## src/rtl/tx_phase_sequencer_if.sv

```systemverilog
// Control/status bundle between a scan controller and the TX phase sequencer.
// The controller drives table writes, sequence requests and pulse triggers; the sequencer reports phases and status.
interface tx_phase_sequencer_if;
  logic        cfg_we;
  logic [5:0]  cfg_addr;
  logic [4:0]  cfg_data;
  logic [2:0]  n_steps;
  logic [15:0] n_scans;
  logic        start;
  logic        abort;
  logic        pulse_trig;
  logic [1:0]  phase_bin;
  logic        phase_valid;
  logic [2:0]  pulse_idx;
  logic [2:0]  step_idx;
  logic        busy;
  logic        done;
  logic        scan_done;
  logic        code_err;

  modport master (
    output cfg_we, cfg_addr, cfg_data, n_steps, n_scans, start, abort, pulse_trig,
    input  phase_bin, phase_valid, pulse_idx, step_idx, busy, done, scan_done, code_err
  );

  modport slave (
    input  cfg_we, cfg_addr, cfg_data, n_steps, n_scans, start, abort, pulse_trig,
    output phase_bin, phase_valid, pulse_idx, step_idx, busy, done, scan_done, code_err
  );
endinterface

```

## src/rtl/tx_phase_sequencer.sv

```systemverilog
// Steps through a pulse x step table of phase codes, issuing one decoded phase per pulse
// trigger and cycling the step index once per scan until the requested scan count is reached.
module tx_phase_sequencer #(
  parameter int N_PULSES = 3,
  parameter int N_STEPS  = 4
) (
  input logic                 clk,
  input logic                 rst,
  tx_phase_sequencer_if.slave bus
);

  typedef enum logic [1:0] {IDLE, RUN, DONE} state_t;

  localparam logic [3:0] NP         = 4'(N_PULSES);
  localparam logic [3:0] NS         = 4'(N_STEPS);
  localparam logic [2:0] LAST_PULSE = 3'(N_PULSES - 1);

  state_t      state_q, state_d;
  logic [4:0]  table_q [N_STEPS][N_PULSES];
  logic [4:0]  code_rd;
  logic [2:0]  pulse_cnt, step_cnt;
  logic [15:0] scan_cnt, scans_lat;
  logic [3:0]  steps_lat, steps_eff;
  logic        wr_en, start_ok, all_scans, fire, last_pulse;

  logic [1:0]  phase_bin_p1;
  logic        vld_p1;
  logic        scan_done_p1;
  logic [2:0]  pulse_idx_p1, step_idx_p1;
  logic        code_err_q;

  function automatic logic [1:0] decode_phase(input logic [4:0] code);
    case (code)
      5'd9:    return 2'b01;
      5'd18:   return 2'b10;
      5'd27:   return 2'b11;
      default: return 2'b00;
    endcase
  endfunction

  function automatic logic illegal_code(input logic [4:0] code);
    case (code)
      5'd0, 5'd9, 5'd18, 5'd27: return 1'b0;
      default:                  return 1'b1;
    endcase
  endfunction

  // A cycle length of 0 means 1; anything deeper than the table clamps to the table depth.
  always_comb begin
    steps_eff = {1'b0, bus.n_steps};
    if (bus.n_steps == 3'd0) steps_eff = 4'd1;
    else if ({1'b0, bus.n_steps} > NS) steps_eff = NS;
  end

  assign start_ok   = (state_q == IDLE) && bus.start;
  assign all_scans  = (scan_cnt == scans_lat);
  assign fire       = (state_q == RUN) && bus.pulse_trig && !bus.abort && !all_scans;
  assign last_pulse = (pulse_cnt == LAST_PULSE);
  assign wr_en      = (state_q == IDLE) && bus.cfg_we &&
                      ({1'b0, bus.cfg_addr[5:3]} < NS) && ({1'b0, bus.cfg_addr[2:0]} < NP);

  always_ff @(posedge clk or posedge rst) begin
    if (rst) state_q <= IDLE;
    else     state_q <= state_d;
  end

  always_comb begin
    state_d = state_q;
    case (state_q)
      IDLE: if (bus.start) state_d = (bus.n_scans == 16'd0) ? DONE : RUN;
      RUN: begin
        if (bus.abort)     state_d = IDLE;
        else if (all_scans) state_d = DONE;
      end
      DONE:    state_d = IDLE;
      default: state_d = IDLE;
    endcase
  end

  always_ff @(posedge clk or posedge rst) begin
    if (rst) begin
      for (int s = 0; s < N_STEPS; s++)
        for (int p = 0; p < N_PULSES; p++)
          table_q[s][p] <= 5'd0;
    end else if (wr_en) begin
      for (int s = 0; s < N_STEPS; s++)
        for (int p = 0; p < N_PULSES; p++)
          if (bus.cfg_addr[5:3] == 3'(s) && bus.cfg_addr[2:0] == 3'(p))
            table_q[s][p] <= bus.cfg_data;
    end
  end

  always_comb begin
    code_rd = 5'd0;
    for (int s = 0; s < N_STEPS; s++)
      for (int p = 0; p < N_PULSES; p++)
        if (step_cnt == 3'(s) && pulse_cnt == 3'(p))
          code_rd = table_q[s][p];
  end

  always_ff @(posedge clk or posedge rst) begin
    if (rst) begin
      pulse_cnt <= 3'd0;
      step_cnt  <= 3'd0;
      scan_cnt  <= 16'd0;
      scans_lat <= 16'd0;
      steps_lat <= 4'd1;
    end else if (start_ok) begin
      pulse_cnt <= 3'd0;
      step_cnt  <= 3'd0;
      scan_cnt  <= 16'd0;
      scans_lat <= bus.n_scans;
      steps_lat <= steps_eff;
    end else if (fire) begin
      if (last_pulse) begin
        pulse_cnt <= 3'd0;
        step_cnt  <= (({1'b0, step_cnt} + 4'd1) >= steps_lat) ? 3'd0 : step_cnt + 3'd1;
        scan_cnt  <= scan_cnt + 16'd1;
      end else begin
        pulse_cnt <= pulse_cnt + 3'd1;
      end
    end
  end

  // p1: phase output stage, one cycle after the accepted trigger
  always_ff @(posedge clk or posedge rst) begin
    if (rst) begin
      phase_bin_p1 <= 2'b00;
      vld_p1       <= 1'b0;
      scan_done_p1 <= 1'b0;
      pulse_idx_p1 <= 3'd0;
      step_idx_p1  <= 3'd0;
      code_err_q   <= 1'b0;
    end else begin
      vld_p1       <= fire;
      scan_done_p1 <= fire && last_pulse;
      if (fire) begin
        phase_bin_p1 <= decode_phase(code_rd);
        pulse_idx_p1 <= pulse_cnt;
        step_idx_p1  <= step_cnt;
      end
      if (start_ok)                          code_err_q <= 1'b0;
      else if (fire && illegal_code(code_rd)) code_err_q <= 1'b1;
    end
  end

  assign bus.phase_bin   = phase_bin_p1;
  assign bus.phase_valid = vld_p1;
  assign bus.scan_done   = scan_done_p1;
  assign bus.pulse_idx   = pulse_idx_p1;
  assign bus.step_idx    = step_idx_p1;
  assign bus.code_err    = code_err_q;
  assign bus.busy        = (state_q != IDLE);
  assign bus.done        = (state_q == DONE);

endmodule

```

## src/flat_wrapper.sv

```systemverilog
// flat-port wrapper written by rule: the top's interface ports become plain ports
module tx_phase_sequencer_flat 
#(
  parameter int N_PULSES = 3,
  parameter int N_STEPS  = 4
)
  (clk, rst, bus_cfg_we, bus_cfg_addr, bus_cfg_data, bus_n_steps, bus_n_scans, bus_start, bus_abort, bus_pulse_trig, bus_phase_bin, bus_phase_valid, bus_pulse_idx, bus_step_idx, bus_busy, bus_done, bus_scan_done, bus_code_err);
  tx_phase_sequencer_if bus_i ();
  input logic clk;
  input logic rst;
  input wire logic [$bits(bus_i.cfg_we)-1:0] bus_cfg_we;
  input wire logic [$bits(bus_i.cfg_addr)-1:0] bus_cfg_addr;
  input wire logic [$bits(bus_i.cfg_data)-1:0] bus_cfg_data;
  input wire logic [$bits(bus_i.n_steps)-1:0] bus_n_steps;
  input wire logic [$bits(bus_i.n_scans)-1:0] bus_n_scans;
  input wire logic [$bits(bus_i.start)-1:0] bus_start;
  input wire logic [$bits(bus_i.abort)-1:0] bus_abort;
  input wire logic [$bits(bus_i.pulse_trig)-1:0] bus_pulse_trig;
  output wire logic [$bits(bus_i.phase_bin)-1:0] bus_phase_bin;
  output wire logic [$bits(bus_i.phase_valid)-1:0] bus_phase_valid;
  output wire logic [$bits(bus_i.pulse_idx)-1:0] bus_pulse_idx;
  output wire logic [$bits(bus_i.step_idx)-1:0] bus_step_idx;
  output wire logic [$bits(bus_i.busy)-1:0] bus_busy;
  output wire logic [$bits(bus_i.done)-1:0] bus_done;
  output wire logic [$bits(bus_i.scan_done)-1:0] bus_scan_done;
  output wire logic [$bits(bus_i.code_err)-1:0] bus_code_err;
  assign bus_i.cfg_we = bus_cfg_we;
  assign bus_i.cfg_addr = bus_cfg_addr;
  assign bus_i.cfg_data = bus_cfg_data;
  assign bus_i.n_steps = bus_n_steps;
  assign bus_i.n_scans = bus_n_scans;
  assign bus_i.start = bus_start;
  assign bus_i.abort = bus_abort;
  assign bus_i.pulse_trig = bus_pulse_trig;
  assign bus_phase_bin = bus_i.phase_bin;
  assign bus_phase_valid = bus_i.phase_valid;
  assign bus_pulse_idx = bus_i.pulse_idx;
  assign bus_step_idx = bus_i.step_idx;
  assign bus_busy = bus_i.busy;
  assign bus_done = bus_i.done;
  assign bus_scan_done = bus_i.scan_done;
  assign bus_code_err = bus_i.code_err;
  tx_phase_sequencer #(.N_PULSES(N_PULSES), .N_STEPS(N_STEPS)) u_core (.clk(clk), .rst(rst), .bus(bus_i));
endmodule
```

## config.mk

```make
export PLATFORM = sky130hd
export DESIGN_NAME = tx_phase_sequencer_flat
export DESIGN_NICKNAME = d
export VERILOG_FILES = /design/src/rtl/tx_phase_sequencer_if.sv /design/src/rtl/tx_phase_sequencer.sv /design/src/flat_wrapper.sv
export SDC_FILE = /design/constraint.sdc
export NUM_CORES = 1
export LEC_CHECK = 0
export CAP_MARGIN = 20
export CORE_UTILIZATION = 38
export CTS_CLUSTER_DIAMETER = 200
export CTS_CLUSTER_SIZE = 8
export DETAILED_ROUTE_END_ITERATION = 10
export GPL_ROUTABILITY_DRIVEN = 0
export PLACE_DENSITY_LB_ADDON = 0.15
export SLEW_MARGIN = 20
export SYNTH_ARGS = -nofsm -noshare
export SYNTH_HDL_FRONTEND = slang
export SYNTH_SLANG_ARGS = --single-unit
```

## constraint.sdc

```tcl
create_clock -name clk -period 7.8 [get_ports clk]
set_input_delay 2.34 -clock clk [delete_from_list [all_inputs] [get_ports clk]]
set_output_delay 2.34 -clock clk [all_outputs]
set_load 0.05 [all_outputs]
```

==> summary.md, run 1 <==
In the routed layout, each cell is associated on average with a via count of 5.331. The layout cell share with drive strength beyond 1 came out at 0.1810. For the worst setup path, the data required time is 5460 ps. For this design the static power due to leakage is 0.003156 µW.

For this design, the CTS-stage hold fixing added 0 buffers. The tools report the count of instances resized after the clock tree is built as 0. The register area share after synthesis is 0.4764.

The dominant register cell in the synthesized netlist is sky130_fd_sc_hd__dfrtp_1. The boundary pin count was 49; the flip-flop and latch count after synthesis was 114. The global routing usage summed across all routing layers is 0.2016, and the overall power consumption is 2009 µW. 0 antenna diodes ended up in the layout. The largest fanout on the critical path was 5; the area share of the largest cell type after synthesis was 0.4720.

Across the run, the number of max-cap violations was 0. The synthesized area per cell was 10.31 µm²; the count of TritonRoute iterations in the first routing pass was 6. The headroom to the max-slew limit was 0.4119; the layout-stage area growth over the synthesis result was 21.20%.

The clock net in this run drives a total of 114 sinks. The total DRC errors in the routed layout was 0; the first-pass GRT wire length was 24880 µm. Buffers added to address setup during post-CTS repair amount to 0. The longest clock path from root to sink contains 2 buffers.

For the final database, setup skew stands at 6.059 ps. By area the synthesized netlist is led by sky130_fd_sc_hd__dfrtp_1 (47%), sky130_fd_sc_hd__mux2_2 (11%), sky130_fd_sc_hd__nand2_1 (5.5%). Adding up every negative setup slack in the final design gives 0 ps. The number of nets in the synthesized netlist is 626, and the number of I/O port buffers is 48.

Worst ir drop on vdd: 0.2119 mV. For the remaining global-route overflow, the log shows 0. The library cells used most frequently in the layout, excluding fill and tap cells, are sky130_fd_sc_hd__dfrtp_1 (113), sky130_fd_sc_hd__nand2_1 (87), sky130_fd_sc_hd__mux2_2 (59), sky130_fd_sc_hd__clkdlybuf4s50_1 (48). The final-layout worst hold slack is 481.7 ps, and the power per unit of standard cell area is 276.7 mW/mm².

The run gives 0 as the final-report hold violation count. The die area was 0.01627 mm²; the core region area was 0.01531 mm². The wire length per cell was 18.03 µm. STA puts the critical path data arrival time at 2030 ps. For the via count of the first global-routing pass, the log shows 4669. STA classifies the critical path startpoint as a flop. Number of warnings issued by yosys: 0. sky130_fd_sc_hd__dfrtp_1 takes more of the synthesized area than any other cell. For this block, the via count after detailed routing is 4483. The x dimension of the die works out to 127.6 µm.

Final period utilization: 0.5604. The count of nets left with antenna violations once routing finished came out at 0. Counting I/O delays and the setup requirement, the final critical path takes 4371 ps. The min-delay analysis places its worst path in the category reg2reg.

After legalization and detailed placement, the total HPWL measured 10520 µm. The clock transition at the registers of the reported paths works out to 50 ps. TritonCTS built the clock tree. The number of CTS-inserted buffers was 17. The final setup violation count was 0. CTS built an H-tree with a depth of 4. The run gives 0.3912 as the starting density of the core. The nature of the critical path endpoint is a primary output. The measured slew at the worst slew-check pin is 880.4 ps, and the aggregate routed wire length is 15160 µm.

Setup repair after global routing left no endpoint under its margin. Yosys mapped a number of flops with a built-in enable equal to 0. The most common cell after layout, fill and taps aside was sky130_fd_sc_hd__dfrtp_1. The root buffer cell chosen for the clock tree is sky130_fd_sc_hd__clkbuf_16. In this run the cell area of the synthesized design comes to 0.005991 mm². Entering global routing, the biggest net connects 59 pins. Synthesis instantiated 61 different standard cells from the library. Initial antenna violation count: 0.

From bottom edge to top edge, the die measures 127.6 µm. The max-slew violation count is 0, and the number of core rows is 45. Clock latency on the worst-skew pair, taken at its later pin, is 410 ps. The worst setup path is of the reg2out kind. Synthesis produced a netlist whose cell count is 581. The run finished with clean final reports. The timing-limited maximum frequency was 228.8 MHz. The proportion of register bits with asynchronous set or reset after synthesis works out to 1.000. The net count of the finished layout is 663. The violation count after the first detailed-route iteration was 453.
[stage by stage]
stage | utilization | std cells | setup slack [ps] | cell area [µm²]
finish | 0.4741 | 841 | 3429 | 7261
global route | 0.4741 | 841 | 3280 | 7261
CTS | 0.4741 | 841 | 3391 | 7261
detailed placement | 0.4326 | 810 | 3292 | 6625
global placement | 0.4326 | 810 | 3331 | 6625
floorplan | - | 581 | 2446 | 5991
[cell families after synthesis]
logic type,Yosys count,synth area share
simple gates,217,0.1947
flops,114,0.4764
compound gates,92,0.1061
mux,65,0.1209
buf+inv,52,0.03634
xor+xnor,32,0.04678
fa+ha+maj,9,0.01880
[where the power goes]
group | leakage [µW] | internal [µW] | switching [µW]
combinational | 0.00131 | 169 | 272
sequential | 0.00154 | 676 | 60.6
clock | 0.000311 | 564 | 268
total | 0.00316 | 1410 | 600
[worst max-delay path: stages (launching register included)]
cell and delay [ps]:
sky130_fd_sc_hd__dfrtp_1 420, sky130_fd_sc_hd__nor2_1 410, sky130_fd_sc_hd__inv_1 80, sky130_fd_sc_hd__clkdlybuf4s50_1 710
[state kept, by name, summed over array words and instances, names as in the netlist, 2 cells and up]
register              cells
u_core.bus.pulse_idx      3
u_core.step_cnt           3
u_core.state_q            2
u_core.bus.phase_bin      2
u_core.bus.step_idx       3
u_core.scans_lat         16
u_core.table_q           60
u_core.steps_lat          3
u_core.scan_cnt          16
u_core.pulse_cnt          3
[path summary, 6_finish.rpt]
check	start	to	slack, ps	depth (start not counted)
worst max-delay path	u_core.state_q[1]$_DFFE_PP0P_	bus_busy	3430	3
worst min-delay path	u_core.steps_lat[0]$_DFFE_PP1P_	u_core.steps_lat[0]$_DFFE_PP1P_	480	2
worst max register to register	u_core.pulse_cnt[0]$_DFFE_PP0P_	u_core.bus.phase_bin[1]$_DFFE_PP0P_	4630	8
worst min register to register	u_core.steps_lat[0]$_DFFE_PP1P_	u_core.steps_lat[0]$_DFFE_PP1P_	480	2
max in group asynchronous	rst	u_core.table_q[14]$_DFFE_PP0P_	4150	3
min in group asynchronous	rst	u_core.steps_lat[1]$_DFFE_PP0P_	2420	2
[cell type report]
| cell class | count | area [µm²] |
|---|---|---|
| Timing Repair Buffer | 54 | 525.5 |
| Fill cell | 1456 | 8054 |
| Clock inverter | 10 | 155.1 |
| Sequential cell | 114 | 2854 |
| Inverter | 16 | 62.56 |
| Clock buffer | 21 | 480.5 |
| Multi-Input combinational cell | 415 | 2919 |
| Tap cell | 211 | 264.0 |
[cell usage after synthesis (all sizes together), types with 7 or more instances]
| master | n |
|---|---|
| nor3 | 11 |
| clkbuf | 21 |
| xnor2 | 32 |
| o21ai | 17 |
| dfrtp | 113 |
| nand3b | 7 |
| nor2b | 13 |
| nor3b | 7 |
| mux2 | 59 |
| ha | 9 |
| nand2b | 10 |
| nor2 | 33 |
| nand2 | 87 |
| nor4 | 14 |
| inv | 15 |
| buf | 15 |
| nand3 | 8 |
| a21oi | 14 |
[routing by layer]
layer	wire length [µm]	vias up	global-route usage
li1	-	2132	-
met2	7392	126	0.3320
met5	0	-	0
met4	327	0	0.07353
met1	6636	2200	0.2551
met3	804	25	0.05235
No activity file was read; power rests on OpenSTA's default activity.
==> run 2, diff against run 1 <==
==> constraint.sdc (replaced) <==
create_clock -name clk -period 3.8 [get_ports clk]
set_input_delay 1.14 -clock clk [delete_from_list [all_inputs] [get_ports clk]]
set_output_delay 1.14 -clock clk [all_outputs]
set_load 0.05 [all_outputs]
==> run 2 against run 1 <==
  * Critical path depth is 1 higher
  * Flip-flop and latch count unchanged
  * Routed wire length increased by 0.94%
  * Highest routed layer unchanged
  * Via count up 0.78%
  * Core utilization up 0.29 points
  * Hold slack got worse by 4.8 ps
  * Critical endpoint unchanged
==> summary.md, run 2 (synthesis gave the netlist of run 1 again) <==
The maximum clock skew at final layout was 13.65 ps (+7.588 ps); the flip-flop count of the largest register, all copies and words added was 60 (unchanged). TritonCTS built the clock tree. The measured slew at the worst slew-check pin was 921.8 ps (+41.41 ps). The run gives 0 (unchanged) as the count of instances resized after the clock tree is built.

The max-cap check violation count came out at 0 (unchanged). The number of buffers on the longest clock path is 2 (unchanged). The sum of negative setup slack is 0 ps (unchanged), and the number of core rows is 45 (unchanged). The via count of the first global-routing pass is 4792 (+2.6%), and the count of fill cells added during filler insertion is 1444 (-0.82%). Based on the critical path, the design can be clocked at up to 331.4 MHz. The starting density of the core was 0.3912 (unchanged). The final period utilization came out at 0.7940.

Area occupied by multi-input gates: 0.002919 mm² (unchanged). The required time of the critical path is 2660 ps (-2800 ps). For the net count reported at finish, the log shows 668 (+0.75%).

Setup repair after global routing left no endpoint under its margin. For the maximum level of the CTS H-tree, the log shows 4 (unchanged). The remaining global-route overflow is 0 (unchanged), and the final-report hold violation count is 0 (unchanged). The run gives 0.01627 mm² (unchanged) as the die area. The flow ran to the end, and the final reports show no timing, DRC or antenna violations. The cell sitting at the root of the clock tree is a sky130_fd_sc_hd__clkbuf_16. The aggregate routed wire length is 15300 µm (+0.94%). The worst min-delay path category is reg2reg. The wire length per cell is 18.07 µm (+0.23%), and the sequential cell area in the final layout is 0.002854 mm² (unchanged).

In the layout the commonest cells are sky130_fd_sc_hd__dfrtp_1 (113), sky130_fd_sc_hd__nand2_1 (87), sky130_fd_sc_hd__mux2_2 (59), sky130_fd_sc_hd__clkdlybuf4s50_1 (48). The logs give 0 (unchanged) for the initial antenna violation count and 10720 µm (+1.9%) for the placed wire-length estimate after detailed placement. The final-layout worst hold slack came out at 476.9 ps (-4.770 ps).

By startpoint and endpoint, the worst setup path is classified as reg2out. Count of TritonRoute iterations in the first routing pass: 5 (-1). The run gives 0.01531 mm² (unchanged) as the core region area. The layout cell share with drive strength beyond 1 is 0.1855 (+0.004582), and the count of antenna-violating nets left after detailed routing is 0 (unchanged). The total via count after detailed routing is 4518 (+0.78%), and the detail-routed via count per cell is 5.334 (about the same). Nature of the critical path endpoint: a primary output. The logs give 1880 ps (-150 ps) for the critical path arrival and 0 (unchanged) for the max-slew violation count.

The final critical path time including I/O delays and setup was 3017 ps. The largest fanout on the critical path is 5 (unchanged), and the number of buffers inserted to repair setup after CTS is 0 (unchanged). From synthesis to final layout, the design area changed by 21.95%. The top register by number of flip-flops is u_core.table_q. The run gives 400 (-12%) as the violation count after the first detailed-route iteration. The number of I/O port buffers is 48 (unchanged). The headroom to the max-slew limit came out at 0.3855 (-0.02640).

The x dimension of the die was 127.6 µm (unchanged). The tools report the kind of start point of the critical path as a flop. For the hold-fix buffer count after cts, the log shows 0 (unchanged).

The count of antenna diodes in the layout was 0 (unchanged). The tools report the number of CTS-inserted buffers as 17 (unchanged). The worst ir drop on vdd was 0.3356 mV (+58%). The power per unit of standard cell area was 568.4 mW/mm² (+110%).

The clock latency on the worst-skew pair is 420 ps (about the same). The die height is 127.6 µm (unchanged), and the boundary pin count is 49 (unchanged). The logs give 0.003177 µW (+0.66%) for the reported leakage power and 72 (+22%) for the largest net degree at the start of global routing.

The total DRC errors in the routed layout was 0 (unchanged). The clock transition at the registers of the reported paths came out at 50 ps (about the same). The global routing usage summed across all routing layers came out at 0.2066 (+0.005072). The tools report the final setup violation count as 0 (unchanged).

Leaving out fill and tap cells, the most frequent cell in the layout is sky130_fd_sc_hd__dfrtp_1. The largest registers in the layout are u_core.table_q (60), u_core.scan_cnt (16), u_core.scans_lat (16). The first-pass GRT wire length was 25470 µm (+2.4%); the number of sinks handled by clock tree synthesis was 114 (unchanged).
run 2: final timing paths:
| check | startpoint | endpoint | slack [ps] | cells after the start |
|---|---|---|---|---|
| max | u_core.state_q[1]$_DFFE_PP0P_ | bus_busy | 780 | 4 |
| min | u_core.steps_lat[0]$_DFFE_PP1P_ | u_core.steps_lat[0]$_DFFE_PP1P_ | 480 | 2 |
| max reg2reg | u_core.step_cnt[1]$_DFFE_PP0P_ | u_core.bus.code_err$_DFFE_PP0P_ | 860 | 9 |
| min reg2reg | u_core.steps_lat[0]$_DFFE_PP1P_ | u_core.steps_lat[0]$_DFFE_PP1P_ | 480 | 2 |
| max in group asynchronous | rst | u_core.table_q[30]$_DFFE_PP0P_ | 2130 | 3 |
| min in group asynchronous | rst | u_core.scan_cnt[1]$_DFFE_PP0P_ | 1180 | 3 |
run 2: power breakdown:
part / switching, µW / internal (µW) / total (µW)
Combinational: 531 / 369 / 901
Clock: 557 / 1140 / 1700
Sequential: 164 / 1390 / 1550
run 2: layout make-up:
| cell class | instances | share of cell area |
|---|---|---|
| clock buffers | 22 | 0.06491 |
| clock inverters | 10 | 0.02124 |
| inverters | 16 | 0.008734 |
| multi-input cells | 415 | 0.3996 |
| flip-flops and latches | 114 | 0.3906 |
| well taps | 211 | 0.03614 |
| repair buffers | 59 | 0.07878 |
run 2: per-layer routing:
metal  wire [µm]  GRT usage  vias to the layer above
met4         352    0.08754                        0
met2        7498     0.3382                      110
met1        6814     0.2592                     2246
li1            -          -                     2136
met3         638    0.05276                       26
met5           0          0                        -
run 2: through the flow:
stage          setup WS (ps)  instances  instance area [µm²]  utilization  total power (µW)
2_1_floorplan           1147        581                 5995            -              2150
3_3_place_gp           528.2        815                 6676       0.4359              2458
3_5_place_dp           482.7        815                 6676       0.4359              2470
4_1_cts                767.8        847                 7306       0.4770              4192
5_1_grt                589.3        847                 7306       0.4770              4357
6_report               782.9        847                 7306       0.4770              4153
run 2: worst max-delay path, stage by stage, from the launching register on:
cell and delay (ps):
sky130_fd_sc_hd__dfrtp_1 410, sky130_fd_sc_hd__nor2_1 60, sky130_fd_sc_hd__buf_4 160, sky130_fd_sc_hd__inv_1 50, sky130_fd_sc_hd__clkdlybuf4s50_1 790
==> run 3, diff against run 2 <==
==> constraint.sdc (replaced) <==
create_clock -name clk -period 3.05 [get_ports clk]
set_input_delay 0.915 -clock clk [delete_from_list [all_inputs] [get_ports clk]]
set_output_delay 0.915 -clock clk [all_outputs]
set_load 0.05 [all_outputs]
==> run 3 against run 2 <==
  * Clock skew fell by 8.8 ps
  * Register-to-register slack got worse by 680 ps
  * Via count increased by 0.58%
  * Routed wire length increased by 1.0%
  * Flip-flop and latch count is the same
  * Sequential power increased by 24%
  * Sequential share of layout area fell by 1.0 points
  * Die area unchanged
  * Core utilization grew 1.3 points
  * Highest routed layer unchanged
==> summary.md, run 3 (synthesis gave the netlist of run 1 again) <==
The flow ran to the end, and the final reports show no timing, DRC or antenna violations. The die height is 127.6 µm (unchanged), and the count of instances resized after the clock tree is built is 0 (unchanged). The via count of the first global-routing pass is 4735 (-1.2%). Leaving out fill and tap cells, the most frequent cell in the layout is sky130_fd_sc_hd__dfrtp_1. The run gives 4 (unchanged) as the maximum level of the CTS H-tree. The tools report the overall power consumption as 5316 µW (+28%). The logs give 2 (unchanged) for the number of buffers on the longest clock path and 88.17 ps (-394.5 ps) for the pre-CTS setup slack. The count of antenna-violating nets left after detailed routing came out at 0 (unchanged).

Placed wire-length estimate after detailed placement: 11220 µm (+4.7%). The worst setup path is of the reg2reg kind. The tools report the detailed-routing wirelength on met1 as 6999 µm (+2.7%). TritonCTS built the clock tree.

The hold-fix buffer count after cts was 0 (unchanged); the largest net degree at the start of global routing was 35 (-51%). The final critical path time including I/O delays and setup came out at 2869 ps. The largest registers in the layout are u_core.table_q (60), u_core.scan_cnt (16), u_core.scans_lat (16). The layout cell share with drive strength beyond 1 is 0.2128 (+0.02723).

The tools report the global routing usage summed across all routing layers as 0.2047 (-0.001974). The required time of the critical path is 3340 ps (+680 ps), and the number of I/O port buffers is 48 (unchanged). The aggregate routed wire length is 15460 µm (+1.0%), and the flip-flop count of the largest register, all copies and words added is 60 (unchanged). The worst setup margin is 181.1 ps (-601.8 ps), and the reported leakage power is 0.003307 µW (+4.1%). The boundary pin count is 49 (unchanged). The worst setup path is launched from a flop.

Walking the worst path, the cells encountered are inv_1 > ha_1 > or3b_2 > o32ai_1 > a221oi_1 > a22oi_1 > nor3b_1 > o21bai_1 > o31a_1. Headroom to the max-slew limit: 0.5622 (+0.1768). The sum of negative setup slack was 0 ps (unchanged). For the core region area, the log shows 0.01531 mm² (unchanged).

The cell with the largest stage delay on the worst path was sky130_fd_sc_hd__or3b_2. The first-pass GRT wire length was 25360 µm (-0.40%). The run gives 0.006842 mm² (+2.5%) as the placed cell area. The worst setup path is captured at a flop. The measured slew at the worst slew-check pin is 656.6 ps (-265.2 ps), and the detail-routed via count per cell is 5.229 (-2.0%).

The largest incremental delay on the critical path came out at 590 ps (-200 ps). The remaining global-route overflow came out at 0 (unchanged). The max-cap check violation count came out at 0 (unchanged).

The top cell types in the final layout, fill and taps aside, are sky130_fd_sc_hd__dfrtp_1 (113), sky130_fd_sc_hd__nand2_1 (87), sky130_fd_sc_hd__mux2_2 (59), sky130_fd_sc_hd__clkdlybuf4s50_1 (48). Net count reported at finish: 690 (+3.3%). The tightest min-delay check is of the reg2reg type. The clock latency on the worst-skew pair is 410 ps (about the same). The number of CTS-inserted buffers was 17 (unchanged); the final-report hold violation count was 0 (unchanged). The root buffer cell was sky130_fd_sc_hd__clkbuf_16. Setup repair after global routing left no endpoint under its margin. The run gives 4.868 ps (-8.779 ps) as the maximum clock skew at final layout. The critical path arrival came out at 3160 ps (+1280 ps). Ranked by flip-flop count, first place goes to u_core.table_q. The power per unit of standard cell area was 708.4 mW/mm² (+25%). The number of buffers inserted to repair setup after CTS came out at 0 (unchanged).

The starting density of the core is 0.3912 (unchanged). The run gives 0 (unchanged) as the initial antenna violation count. The layout-stage area growth over the synthesis result works out to 25.27%.

The final period utilization was 0.9406. The routed wire length on met3 is 592 µm (-7.2%), and the total DRC errors in the routed layout is 0 (unchanged). The run gives 4544 (+0.58%) as the total via count after detailed routing. For the worst ir drop on vdd, the log shows 0.4882 mV (+45%).

The count of antenna diodes in the layout came out at 0 (unchanged). The violation count after the first detailed-route iteration came out at 334 (-17%). The clock transition at the registers of the reported paths is 50 ps (about the same), and the number of buffers and inverters on the critical path is 1 (-2). The category of cells accounting for the largest share of critical-path delay is compound AO/OA/AOI/OAI gates. Derived from the worst setup path, the maximum achievable clock frequency is 348.6 MHz.

The final setup violation count is 0 (unchanged). The logs give 45 (unchanged) for the number of core rows and 7691 µm (+2.6%) for the met2 routed wirelength. The post-route cell area is 0.007505 mm² (+2.7%), and the x dimension of the die is 127.6 µm (unchanged). Number of sinks handled by clock tree synthesis: 114 (unchanged). The tools report the max-slew violation count as 0 (unchanged).

In this run the top signal layer used is met4. The count of TritonRoute iterations in the first routing pass was 4 (-1). The wire length per cell was 17.79 µm (-1.6%); the die area was 0.01627 mm² (unchanged). The largest fanout on the critical path works out to 9 (+4).
run 3: cell types whose count changed in the layout (fill, tap and decap cells not counted):
cell / before / now
sky130_fd_sc_hd__buf_4: 10 / 32
sky130_fd_sc_hd__bufinv_16: 4 / 5
sky130_fd_sc_hd__clkbuf_8: 3 / 4
sky130_fd_sc_hd__clkinv_2: 4 / 2
run 3: where the power goes:
part / total, µW / leakage [µW] / switching [µW] / internal, µW
registers: 1920 / 0.00154 / 187 / 1730
clock network: 2210 / 0.000319 / 677 / 1530
logic: 1190 / 0.00145 / 684 / 505
total: 5320 / 0.00331 / 1550 / 3770
run 3: path summary, 6_finish.rpt:
| path | startpoint | to | slack (ps) | cells after the start |
|---|---|---|---|---|
| worst min register to register | u_core.steps_lat[0]$_DFFE_PP1P_ | u_core.steps_lat[0]$_DFFE_PP1P_ | 470 | 2 |
| worst min-delay path | u_core.steps_lat[0]$_DFFE_PP1P_ | u_core.steps_lat[0]$_DFFE_PP1P_ | 470 | 2 |
| min in group asynchronous | rst | u_core.steps_lat[1]$_DFFE_PP0P_ | 760 | 2 |
| worst max register to register | u_core.step_cnt[0]$_DFFE_PP0P_ | u_core.bus.code_err$_DFFE_PP0P_ | 180 | 9 |
| max in group asynchronous | rst | u_core.table_q[32]$_DFFE_PP0P_ | 1670 | 3 |
| worst max-delay path | u_core.step_cnt[0]$_DFFE_PP0P_ | u_core.bus.code_err$_DFFE_PP0P_ | 180 | 9 |
run 3: final cells by class:
class	count	area, µm²
sequential	114	2854
clock inverter	9	175.2
fill	1444	7810
clock buffer	23	488.0
timing repair buffer	81	740.7
inverter	16	63.81
tap	211	264.0
multi-input combinational	415	2919
run 3: worst min-delay path, stage by stage (launching register included):
cell and delay (ps):
sky130_fd_sc_hd__dfstp_2 370, sky130_fd_sc_hd__nand2_1 50, sky130_fd_sc_hd__o31ai_1 50
run 3: per-stage QoR:
step | util | instances | hold WS, ps
after floorplan | - | 581 | 453.4
after global placement | 0.4467 | 837 | 469.8
after detailed placement | 0.4467 | 837 | 475.1
after CTS | 0.4900 | 869 | 479.4
after global routing | 0.4900 | 869 | 493.1
final | 0.4900 | 869 | 474.9
run 3: routing by layer:
layer | up-vias | GRT usage
li1 | 2181 | -
met1 | 2271 | 0.2571
met2 | 80 | 0.3449
met3 | 12 | 0.05109
met4 | 0 | 0.06583
met5 | - | 0
